<file path="config.mk">
export PLATFORM = sky130hd
export DESIGN_NAME = cnf_loader
export DESIGN_NICKNAME = d
export VERILOG_FILES = /design/src/rtl/cnf_loader_pkg.sv /design/src/rtl/cnf_loader.sv
export SDC_FILE = /design/constraint.sdc
export NUM_CORES = 1
export LEC_CHECK = 0
export ABC_AREA = 1
export ABC_CLOCK_PERIOD_IN_PS = 1590
export CORE_UTILIZATION = 45
export CTS_CLUSTER_DIAMETER = 80
export DETAILED_ROUTE_END_ITERATION = 10
export PLACE_DENSITY = 0.8
export SLEW_MARGIN = 15
export SYNTH_ARGS = -nofsm -noshare
export SYNTH_HDL_FRONTEND = slang
export SYNTH_SLANG_ARGS = --single-unit
</file>
<file path="constraint.sdc">
create_clock -name clock -period 1.59 [get_ports clock]
set_input_delay 0.2385 -clock clock [delete_from_list [all_inputs] [get_ports clock]]
set_output_delay 0.2385 -clock clock [all_outputs]
set_load 0.05 [all_outputs]
</file>
<file path="src/rtl/cnf_loader_pkg.sv">
// Shared constants and types for the CNF clause loader and the solver's clause memory.
package cnf_loader_pkg;

  localparam int unsigned NumVarsDef    = 64;
  localparam int unsigned NumClausesDef = 256;
  localparam int unsigned MaxLitsDef    = 3;
  localparam int unsigned VarWDef       = $clog2(NumVarsDef + 1);

  // One literal slot of a clause word; an all-zero slot is unused.
  typedef struct packed {
    logic               used;
    logic               neg;
    logic [VarWDef-1:0] var_idx;
  } lit_slot_t;

  typedef enum logic [2:0] {
    ErrNone         = 3'd0,
    ErrVarRange     = 3'd1,
    ErrTooManyLits  = 3'd2,
    ErrMemFull      = 3'd3,
    ErrEmptyClause  = 3'd4,
    ErrEofMidClause = 3'd5
  } err_code_e;

  typedef enum logic [2:0] {
    StIdle,
    StCollect,
    StWrite,
    StDone,
    StError
  } load_state_e;

endpackage

</file>
<file path="src/rtl/cnf_loader.sv">
// Packs a DIMACS-style literal stream into clause words, writes them to the clause
// memory, and pulses start to the solver once a well-formed formula has been loaded.
module cnf_loader
  import cnf_loader_pkg::*;
#(
  parameter int unsigned NUM_VARS    = NumVarsDef,
  parameter int unsigned NUM_CLAUSES = NumClausesDef,
  parameter int unsigned MAX_LITS    = MaxLitsDef,
  parameter int unsigned VAR_W       = $clog2(NUM_VARS + 1),
  parameter int unsigned CL_W        = $clog2(NUM_CLAUSES)
) (
  input  logic                            clock,
  input  logic                            reset,
  input  logic                            load_begin,
  input  logic                            lit_valid,
  output logic                            lit_ready,
  input  logic [VAR_W-1:0]                lit_var,
  input  logic                            lit_neg,
  input  logic                            lit_eof,
  output logic                            cl_we,
  output logic [CL_W-1:0]                 cl_addr,
  output logic [MAX_LITS*(2+VAR_W)-1:0]   cl_data,
  output logic [CL_W:0]                   num_clauses,
  output logic                            start,
  output logic                            busy,
  output logic                            error,
  output logic [2:0]                      err_code
);

  localparam int unsigned SlotW = 2 + VAR_W;
  localparam int unsigned DataW = MAX_LITS * SlotW;
  localparam int unsigned CntW  = $clog2(MAX_LITS + 1);

  localparam logic [VAR_W-1:0] MaxVar    = VAR_W'(NUM_VARS);
  localparam logic [CL_W:0]    FullCount = (CL_W + 1)'(NUM_CLAUSES);
  localparam logic [CntW-1:0]  CntFull   = CntW'(MAX_LITS);

  load_state_e          state_q, state_d;
  logic [DataW-1:0]     buf_q, buf_d;
  logic [CntW-1:0]      cnt_q, cnt_d;
  logic [CL_W:0]        num_q, num_d;
  err_code_e            err_q, err_d;
  logic                 start_q, start_d;

  always_comb begin
    state_d = state_q;
    buf_d   = buf_q;
    cnt_d   = cnt_q;
    num_d   = num_q;
    err_d   = err_q;

    unique case (state_q)
      StIdle, StDone, StError: begin
        if (load_begin) begin
          buf_d   = '0;
          cnt_d   = '0;
          num_d   = '0;
          err_d   = ErrNone;
          state_d = StCollect;
        end
      end

      StCollect: begin
        if (lit_valid) begin
          if (lit_eof) begin
            if (cnt_q != '0) begin
              err_d   = ErrEofMidClause;
              state_d = StError;
            end else begin
              state_d = StDone;
            end
          end else if (lit_var == '0) begin
            if (cnt_q == '0) begin
              err_d   = ErrEmptyClause;
              state_d = StError;
            end else if (num_q == FullCount) begin
              err_d   = ErrMemFull;
              state_d = StError;
            end else begin
              state_d = StWrite;
            end
          end else if (lit_var > MaxVar) begin
            err_d   = ErrVarRange;
            state_d = StError;
          end else if (cnt_q == CntFull) begin
            err_d   = ErrTooManyLits;
            state_d = StError;
          end else begin
            for (int i = 0; i < int'(MAX_LITS); i++) begin
              if (cnt_q == i[CntW-1:0]) begin
                buf_d[i*SlotW +: SlotW] = {1'b1, lit_neg, lit_var};
              end
            end
            cnt_d = cnt_q + 1'b1;
          end
        end
      end

      StWrite: begin
        num_d   = num_q + 1'b1;
        buf_d   = '0;
        cnt_d   = '0;
        state_d = StCollect;
      end

      default: state_d = StIdle;
    endcase
  end

  // start fires only on the transition into DONE, so it stays a single-cycle pulse.
  assign start_d = (state_d == StDone) && (state_q != StDone);

  always_ff @(posedge clock or posedge reset) begin
    if (reset) begin
      state_q <= StIdle;
      buf_q   <= '0;
      cnt_q   <= '0;
      num_q   <= '0;
      err_q   <= ErrNone;
      start_q <= 1'b0;
    end else begin
      state_q <= state_d;
      buf_q   <= buf_d;
      cnt_q   <= cnt_d;
      num_q   <= num_d;
      err_q   <= err_d;
      start_q <= start_d;
    end
  end

  assign lit_ready   = (state_q == StCollect);
  assign cl_we       = (state_q == StWrite);
  assign cl_addr     = num_q[CL_W-1:0];
  assign cl_data     = cl_we ? buf_q : '0;
  assign num_clauses = num_q;
  assign start       = start_q;
  assign busy        = (state_q == StCollect) || (state_q == StWrite);
  assign error       = (state_q == StError);
  assign err_code    = err_q;

endmodule

</file>
==> metrics.md <==
| Metric | Value |
|---|---|
| Status | `finished, violations left` |
| Failing checks | `negative setup slack` |
| Final Wtd Congestion | `0.8432` |
| RSZ-0062 raised after global routing | `true` |
| Initial Utilization | `0.4651` |
| Max Slew Vio Count | `0` |
| Antenna cells | `0` |
| Detailed Place HPWL | `5.144 mm` |
| Rows | `28` |
| Worst min-delay path class | `input pin to async pin` |
| Max Root-Sink Buffers | `2` |
| Final core occ | `0.7878` |
| Die Wd | `80.23 um` |
| Internal power | `4.425 mW` |
| CP most frequent cell | `buf_12` |
| Sink Count | `45` |
| Final hold vios | `0` |
| Net Count, Synth | `roughly 400` |
| Initial antenna violation count | `0` |
| Vias | `3112` |
| Post-synth cell types | `26` |
| CP Launch Type | `flop` |
| Hold Buf Count CTS | `0` |
| Nets | `approximately 500` |
| Largest net degree at the start of global routing | `46` |
| WP data arrival | `1.54 ns` |
| Largest family of logic cells by synthesized area | `simple AND/OR/NAND/NOR gates` |
| Total wire length | `9.514 mm` |
| CTS Root Cell | `clkbuf_8` |
| H-tree depth | `2` |
| CTS Buf Count | `5` |
| Yosys reg bits | `45` |
| Pre-Repair DR Iteration Count | `6` |
| Final worst-path cycle share | `1.119` |
| First-pass GRT wire length | `11.87 mm` |
| Least-Margin Pin Slew | `0.4281 ns` |
| CTS tree | `built` |
| CP max stage cell | `dfrtp_1` |
| Setup ws final | `-0.1887 ns` |
| Combinational share of power | `0.696` |
| Drt initial violations | `391` |
| Max_slew headroom | `0.7136` |
| Worst Setup End Kind | `output port` |
| CP Data Required Time | `1.35 ns` |
| Mux contribution to synthesized area | `0` |
| Flop pwr share | `0.200` |
| Gr usage total | `0.2367` |
| Clk slew on worst S/H paths | `0.09 ns` |
| PD cells | `1898 mW/mm^2` |
| Synthesized area per cell | `7.266 um^2` |
| F_max | `around 0.56 GHz` |
| Mapped cell area | `0.002754 mm^2` |
| Final min period | `1.779 ns` |
| Core area | `0.005921 mm^2` |
| Vias per cell | `5.557` |
| Worst hold margin | `0.3311 ns` |
| Vias in the first global route | `around 2600` |
| Final setup viols | `62` |
| Post-Synth Adder-Cell Area | `0.02726` |
| DRC | `0` |
| Top Ports | `65` |
| Worst ir drop on vdd | `1.364 mV` |
| Setup crit start | `state_q[2]$_DFF_PP0_` |
| CP max FO | `22` |
| R2R Setup Slk | `-0.16 ns` |
| Largest stage delay on the critical path | `around 0.44 ns` |
| CP Depth | `6` |
| Mapped Cells | `379` |
| Layout cell share with drive strength beyond 1 | `0.4041` |
| MaxCap Viol Count | `0` |
| Sw Ratio | `0.5003` |
| Complex-gate fraction of the synthesized area | `0.05316` |
| Clock latency on the worst-skew pair | `0.30 ns` |
| Simple-gate area share of the yosys netlist | `0.3766` |
| Die H | `80.23 um` |
| Psw | `between 4 and 5 mW` |
| Synth warnings | `0` |
| Post-synthesis xor/xnor area fraction | `0` |
| R2r worst-path depth | `9` |
| Number of routed nets with antenna violations | `0` |
| CP Class | `flop to output port` |
| Sequential area share after synthesis | `0.4089` |
| CP top delay family | `buffers and inverters` |
| GRT overflow | `0` |
| Pwr Total | `8.855 mW` |
| DR WL/cell | `between 15 and 20 um` |
| Buf/Inv on CP | `4` |
| Critical Path Sink | `cl_data[24]` |
| Crit path cell chain | `inv_2 > nand3_2 > buf_12 > buf_4 > nor2_4 > buf_12` |
| Port bufs | `between 60 and 70` |
| Leakage | `~2.3 nW` |
| Clock skew | `0.01019 ns` |
| Reg2Reg Launch Point | `state_q[2]$_DFF_PP0_` |
| Worst r2r dst | `buf_q[5]$_DFFE_PP0P_` |
| Part of the power in the clock network | `0.104` |
| Die area | `0.006437 mm^2` |
| Area delta synth->final | `69.38%` |
cell usage in the layout, fill, tap and decap left out, types with 4 or more instances in the layout:
cell type        synthesis  routed
a21oi_1                 14      12
buf_12                   0      42
buf_4                    8      45
buf_6                    4       8
clkbuf_8                 0       6
clkdlybuf4s50_1          0      12
dfrtp_1                 45      43
ha_1                     6       5
inv_1                   62      59
inv_2                    1       4
nand2_1                103      75
nand2_2                  3      26
nand2_4                  4      12
nand3_1                 44      37
nand3_2                  0       7
nand4_1                  4       4
nor2_1                  56      33
nor2_2                   0       5
nor2_4                   1      22
nor2_8                   4       4
cell type report:
type	count	area, um^2
fillers	322	1256
clock inverters	1	30.03
flip-flops and latches	45	1129
repair buffers	109	1439
inverters	64	247.7
multi-input cells	259	1639
well taps	75	93.84
clock buffers	7	86.33
power groups by stage:
stage               clock network, mW  logic [mW]  registers [mW]
finish                          0.917        6.16            1.77
global route                    0.969        6.49            1.81
CTS                             0.899        4.63            1.73
detailed placement                  0        4.41            1.75
global placement                    0        4.29            1.73
floorplan                           0        2.88            1.91
repair_timing:
action | in CTS | in global routing
cloned | 1 | 8
endpoints found under the setup margin | 55 | 67
buffers inserted | 4 | 8
resized for setup | 6 | 58
pin swaps | 2 | 26
routing by layer:
metal	GRT usage	routed length, um	vias to the layer above
met5	0	0	-
met4	0.1179	356	0
met3	0.03750	844	58
met2	0.4000	4899	246
met1	0.2918	3413	1435
li1	-	-	1373
sequential cells by signal, summed over array words and instances, names as in the netlist:
name / cells
start: 1
num_clauses: 9
state_q: 3
cnt_q: 2
buf_q: 27
err_code: 3
synthesized netlist by cell type (all sizes together):
cell type | number | share of area
a21oi | 14 | 0.025
nor3 | 4 | 0.0073
o31ai | 3 | 0.0082
nand2 | 111 | 0.17
clkbuf | 1 | 0.0014
buf | 16 | 0.045
nor2 | 61 | 0.11
a32o | 1 | 0.0036
nand3 | 44 | 0.080
dfrtp | 45 | 0.41
inv | 64 | 0.088
o21ai | 5 | 0.016
ha | 6 | 0.027
nand4 | 4 | 0.0091
how the worst min path moves through the flow:
stage / slack (ns) / end / start
after floorplan: 0.38 / start$_DFF_PP0_ / lit_eof
after global placement: 0.46 / buf_q[2]$_DFFE_PP0P_ / buf_q[2]$_DFFE_PP0P_
after detailed placement: 0.46 / buf_q[1]$_DFFE_PP0P_ / buf_q[1]$_DFFE_PP0P_
after CTS: 0.32 / num_clauses[2]$_DFFE_PP0P_ / reset
after global routing: 0.36 / num_clauses[2]$_DFFE_PP0P_ / reset
final: 0.33 / num_clauses[2]$_DFFE_PP0P_ / reset
logic make-up (layout without fill, tap and decap cells):
kind of cell             after synthesis  after routing
flip-flops                            45             45
AND/OR/NAND/NOR                      224            230
adder cells (fa/ha/maj)                6              6
buffers and inverters                 81            181
AO/OA/AOI/OAI                         23             23
tightest hold or removal path, delay by kind of cell:
family | cells | cell delay [ns]
buf+inv | 3 | 0.78
stage by stage:
step | cells | cell area, um^2 | setup WS [ns] | TNS (ns)
floorplan | 379 | 2899 | -0.2116 | -1.843
global placement | 531 | 4105 | -0.1773 | -5.035
detailed placement | 531 | 4105 | -0.2785 | -8.315
CTS | 544 | 4274 | -0.1502 | -2.724
global route | 560 | 4664 | -0.2402 | -10.24
finish | 560 | 4664 | -0.1887 | -6.331
(Power assumes the default switching activity.)
